`config.mk`:
```
export PLATFORM = sky130hd
export DESIGN_NAME = result_dumper
export DESIGN_NICKNAME = d
export VERILOG_FILES = /design/src/rtl/result_dumper.sv
export SDC_FILE = /design/constraint.sdc
export NUM_CORES = 1
export LEC_CHECK = 0
export ABC_CLOCK_PERIOD_IN_PS = 1800
export CORE_MARGIN = 2
export CORE_UTILIZATION = 35
export DETAILED_ROUTE_END_ITERATION = 12
export PLACE_DENSITY_LB_ADDON = 0.05
export SYNTH_ARGS = -nofsm -noshare
export SYNTH_HDL_FRONTEND = slang
export SYNTH_SLANG_ARGS = --single-unit
```
`constraint.sdc`:
```
create_clock -name clk -period 1.8 [get_ports clk]
set_input_delay 0.36 -clock clk [delete_from_list [all_inputs] [get_ports clk]]
set_output_delay 0.36 -clock clk [all_outputs]
set_load 0.1 [all_outputs]
```
`src/rtl/result_dumper.sv`:
```
// result_dumper: after end_process rises, reads a window of data memory
// through mem_addr/mem_data and sends each byte on tx as 8N1 UART frames.
// Ports: clk, rst_n (sync, active-low), end_process, mem_data[7:0] in;
//        mem_addr[15:0], tx, busy, done out (all registered).
module result_dumper #(
  parameter int unsigned CLKS_PER_BIT = 434,
  parameter logic [15:0] START_ADDR   = 16'h0000,
  parameter int unsigned NUM_BYTES    = 16,
  parameter int unsigned READ_WAIT    = 2
) (
  input  logic        clk,
  input  logic        rst_n,
  input  logic        end_process,
  input  logic [7:0]  mem_data,
  output logic [15:0] mem_addr,
  output logic        tx,
  output logic        busy,
  output logic        done
);

  localparam int unsigned RW_W =
    (READ_WAIT > 1) ? $clog2(READ_WAIT) : 1;
  localparam logic [RW_W-1:0] RW_LAST =
    RW_W'(READ_WAIT - 1);
  localparam logic [15:0] BIT_LAST =
    16'(CLKS_PER_BIT - 1);
  localparam logic [16:0] BYTE_LAST =
    17'(NUM_BYTES - 1);

  typedef enum logic [2:0] {
    IDLE,
    FETCH,
    START,
    DATA,
    STOP,
    DONE
  } state_t;

  state_t state;
  state_t state_n;

  logic            prev_ep;
  logic            trig;
  logic [RW_W-1:0] wait_cnt;
  logic [15:0]     clk_cnt;
  logic [2:0]      bit_idx;
  logic [16:0]     byte_cnt;
  logic [7:0]      shreg;
  logic [7:0]      shreg_n;
  logic            bit_end;
  logic            fetch_end;
  logic            last_byte;
  logic            tx_n;
  logic            busy_n;
  logic            done_n;

  assign bit_end   = (clk_cnt == BIT_LAST);
  assign fetch_end = (wait_cnt == RW_LAST);
  assign last_byte = (byte_cnt == BYTE_LAST);

  always_ff @(posedge clk) begin
    if (!rst_n) state <= IDLE;
    else        state <= state_n;
  end

  always_comb begin
    state_n = state;
    shreg_n = shreg;
    unique case (state)
      IDLE: begin
        if (trig) state_n = FETCH;
      end
      FETCH: begin
        if (fetch_end) begin
          state_n = START;
          shreg_n = mem_data;
        end
      end
      START: begin
        if (bit_end) state_n = DATA;
      end
      DATA: begin
        if (bit_end) begin
          if (bit_idx == 3'd7) state_n = STOP;
          else shreg_n = {1'b0, shreg[7:1]};
        end
      end
      STOP: begin
        if (bit_end)
          state_n = last_byte ? DONE : FETCH;
      end
      DONE: begin
        if (!end_process) state_n = IDLE;
      end
      default: state_n = IDLE;
    endcase

    // Outputs are registered, so derive them from the next state.
    tx_n   = 1'b1;
    busy_n = 1'b0;
    done_n = 1'b0;
    unique case (state_n)
      FETCH:   busy_n = 1'b1;
      START: begin
        busy_n = 1'b1;
        tx_n   = 1'b0;
      end
      DATA: begin
        busy_n = 1'b1;
        tx_n   = shreg_n[0];
      end
      STOP:    busy_n = 1'b1;
      DONE:    done_n = 1'b1;
      default: tx_n   = 1'b1;
    endcase
  end

  always_ff @(posedge clk) begin
    if (!rst_n) begin
      prev_ep  <= 1'b0;
      trig     <= 1'b0;
      tx       <= 1'b1;
      busy     <= 1'b0;
      done     <= 1'b0;
      shreg    <= '0;
      wait_cnt <= '0;
      clk_cnt  <= '0;
      bit_idx  <= '0;
      byte_cnt <= '0;
      mem_addr <= START_ADDR;
    end else begin
      prev_ep <= end_process;
      // Edge captured one cycle ahead of the FETCH entry.
      trig    <= (state == IDLE) &&
                 end_process && !prev_ep;
      tx      <= tx_n;
      busy    <= busy_n;
      done    <= done_n;
      shreg   <= shreg_n;

      if (state == FETCH && !fetch_end)
        wait_cnt <= wait_cnt + 1'b1;
      else
        wait_cnt <= '0;

      if ((state == START || state == DATA ||
           state == STOP) && !bit_end)
        clk_cnt <= clk_cnt + 16'd1;
      else
        clk_cnt <= '0;

      if (state == DATA && bit_end)
        bit_idx <= bit_idx + 3'd1;

      if (state == IDLE && trig) begin
        mem_addr <= START_ADDR;
        byte_cnt <= '0;
      end else if (state == STOP && bit_end &&
                   !last_byte) begin
        mem_addr <= mem_addr + 16'd1;
        byte_cnt <= byte_cnt + 17'd1;
      end
    end
  end

endmodule

```
==> flow_summary.json, run 1 <==
{
  "synth_cells": 351,
  "io_buffer_count": 29,
  "clkTransAtPathRegs_ps": 80,
  "path_cells": "inv_2, ha_4, nor4b_4, nand4_4, a211o_4, clkbuf_16, or3_1, a21oi_1",
  "leakagePower_nw": 2.00,
  "crit_buf_inv": 2,
  "ant_nets": 0,
  "critPathTopFamily": "simple AND/OR/NAND/NOR gates",
  "fmaxAchievable_mhz": 515,
  "routed_wl_mm": 7.41,
  "start_util": 0.361,
  "end_kind": "flop",
  "tritoncts": "done",
  "grt_pass1_wl_mm": 12.6,
  "cpMaxStageDelayCell": "a211o_4",
  "placed_cell_area_um2": 4320,
  "maxSlewViolCount": 0,
  "hold_path_class": "flop to flop",
  "gp_congestion": 0.757,
  "drive_gt1_frac": 0.366,
  "routedWlPerCell_um": 13.3,
  "grt_start_max_net_pins": 34,
  "antenna_cells": 0,
  "hold_viol_final": 0,
  "arrival_ps": 2210,
  "drt-initial-drc-count": 64,
  "die_w_um": 98.8,
  "grt_pass1_vias": 2687,
  "cts_buffer_depth": 2,
  "ys_warn_count": 0,
  "fin_crit_sh": 1.08,
  "fin_util": 0.558,
  "synth_area_per_cell_um2": 8.96,
  "setup-violations-final": 34,
  "required_ps": 2070,
  "status": "finished with violations",
  "regArea_um2": 1410,
  "multi_input_area_um2": 2010,
  "p_total_mw": 3.21,
  "setup_tns_ps": -2590,
  "fin_area_um2": 4860,
  "seq_area_frac_synth": 0.439,
  "cts_htree_levels": 3,
  "powerDensity_nw_per_um2": 660,
  "max_cap_violations": 0,
  "via_per_inst": 4.91,
  "syn-num-nets": 368,
  "post-synth-top-area-cell": "dfxtp_1",
  "grt.total_usage": 0.158,
  "dp_slack_ps": -204,
  "path_class": "flop to flop",
  "overflow": 0,
  "final_common_cell": "nor2_1",
  "ir_worst_vdd_v": 0.000501,
  "fin_skew_ps": 9.49,
  "tightest_slew_ps": 707,
  "nets": 460,
  "die_area_um2": 9760,
  "grt_setup_unrepaired": "true",
  "synth_area_um2": 3150,
  "start_kind": "flop",
  "synth_area_leaders": "dfxtp_1, nor2_1, xnor2_1",
  "cts_root_buf": "clkbuf_8",
  "drt_pass1_iterations": 6,
  "synth_edf_count": 0,
  "relSlewSlack": 0.529,
  "crit_fanout": 7,
  "synth_cell_types": 42,
  "synth-seq-cells": 69,
  "clk_latency_ps": 340,
  "synth_top_cell_area_share": 0.439,
  "synthFlopType": "dfxtp_1",
  "max_stage_delay_ps": 350,
  "coreArea_um2": 8720,
  "antenna_found_initial": 0,
  "die_h_um": 98.8,
  "vias": 2732,
  "cts-hold-fix-buffers": 0,
  "n_fill_cell": 807,
  "synthToLayoutAreaGrowth_pct": 54.6,
  "cts_sinks": 69,
  "placementRows": 34,
  "fin_crit_ps": 1940,
  "drc": 0,
  "synth_async_sr_flop_share": 0,
  "fin_ws_ps": -140,
  "numCtsBuffers": 9,
  "ioPinCount": 30,
  "violations": "negative setup slack",
  "mostFrequentLayoutCells": "nor2_1, buf_4, dfxtp_1",
  "dp_hpwl_mm": 5.08
}
==> cell families after synthesis <==
| logic type | share of synthesized area |
|---|---|
| multiplexers | 0.00636 |
| AND/OR/NAND/NOR | 0.297 |
| buffers and inverters | 0.0330 |
| XOR/XNOR | 0.123 |
| adder cells (fa/ha/maj) | 0.0239 |
| flip-flops | 0.439 |
| AO/OA/AOI/OAI | 0.0780 |
==> registers in the layout (all words and copies together), names as in the netlist <==
| signal | flops |
|---|---|
| mem_addr | 16 |
| trig | 1 |
| clk_cnt | 16 |
| shreg | 8 |
| state | 3 |
| tx | 1 |
| fetch_end | 1 |
| byte_cnt | 17 |
| prev_ep | 1 |
| done | 1 |
| busy | 1 |
| bit_idx | 3 |
==> through the flow <==
stage,cells,hold WS (ps)
after floorplan,351,374
after CTS,551,397
after global routing,556,402
final,556,392
after global placement,534,382
after detailed placement,534,385
==> final cells by class <==
class                      instances  area share
clock buffer                      13      0.0371
inverter                          13      0.0100
clock inverter                     3     0.00823
timing repair buffer              93       0.214
multi-input combinational        257       0.413
sequential                        69       0.291
tap                              108      0.0278
==> power breakdown <==
| part | switching (mW) | internal, mW |
|---|---|---|
| Sequential | 0.0168 | 1.54 |
| Clock | 0.584 | 0.797 |
| Combinational | 0.152 | 0.121 |
==> timing repair <==
item                       in CTS  in global routing
gates resized for setup        21                 30
buffers inserted                1                  4
setup endpoints to repair      44                 47
gates cloned                    0                  1
pin swaps                      13                 30
==> Yosys cell counts, types with 2 or more instances <==
master,n
nor4b_4,2
xor2_1,20
o31ai_1,2
or4_1,2
mux2i_1,2
and2_1,2
or3_1,5
ha_1,6
and3_1,5
nor4_4,2
a211o_1,2
xnor2_1,24
o21ai_0,4
a21oi_1,10
nor2_1,66
clkbuf_1,9
buf_2,2
nor3_1,20
nand4_1,11
nor2b_1,2
a222oi_1,6
dfxtp_1,69
o211ai_1,2
inv_1,13
nand2_1,21
nor4b_1,3
and4_1,6
nor4_2,3
nand3_1,17
==> worst paths after layout <==
check	startpoint	to	slack (ps)	cells after the start
worst max-delay path	clk_cnt[1]	byte_cnt[4]	-140	8
worst min register to register	prev_ep	trig	390	1
worst max register to register	clk_cnt[1]	byte_cnt[4]	-140	8
worst min-delay path	prev_ep	trig	390	1
==> routing by layer <==
| metal | part of all wire | global-route usage | vias to the layer above |
|---|---|---|---|
| li1 | - | - | 1414 |
| met1 | 0.47 | 0.204 | 1278 |
| met2 | 0.49 | 0.261 | 31 |
| met3 | 0.021 | 0.0305 | 9 |
| met4 | 0.016 | 0.0632 | 0 |
| met5 | 0 | 0 | - |
Note: power is estimated with default switching activity, not from simulation.
==> run 2, diff against run 1 <==
HOLD_SLACK_MARGIN = 0.12   (was not set)
==> results of run 2 <==
Final layout, timing and power as in run 1 (identical DEF).
==> run 3, diff against run 2 <==
SLEW_MARGIN = 20   (was not set)
==> results of run 3 <==
Final layout, timing and power as in run 1 (identical DEF).
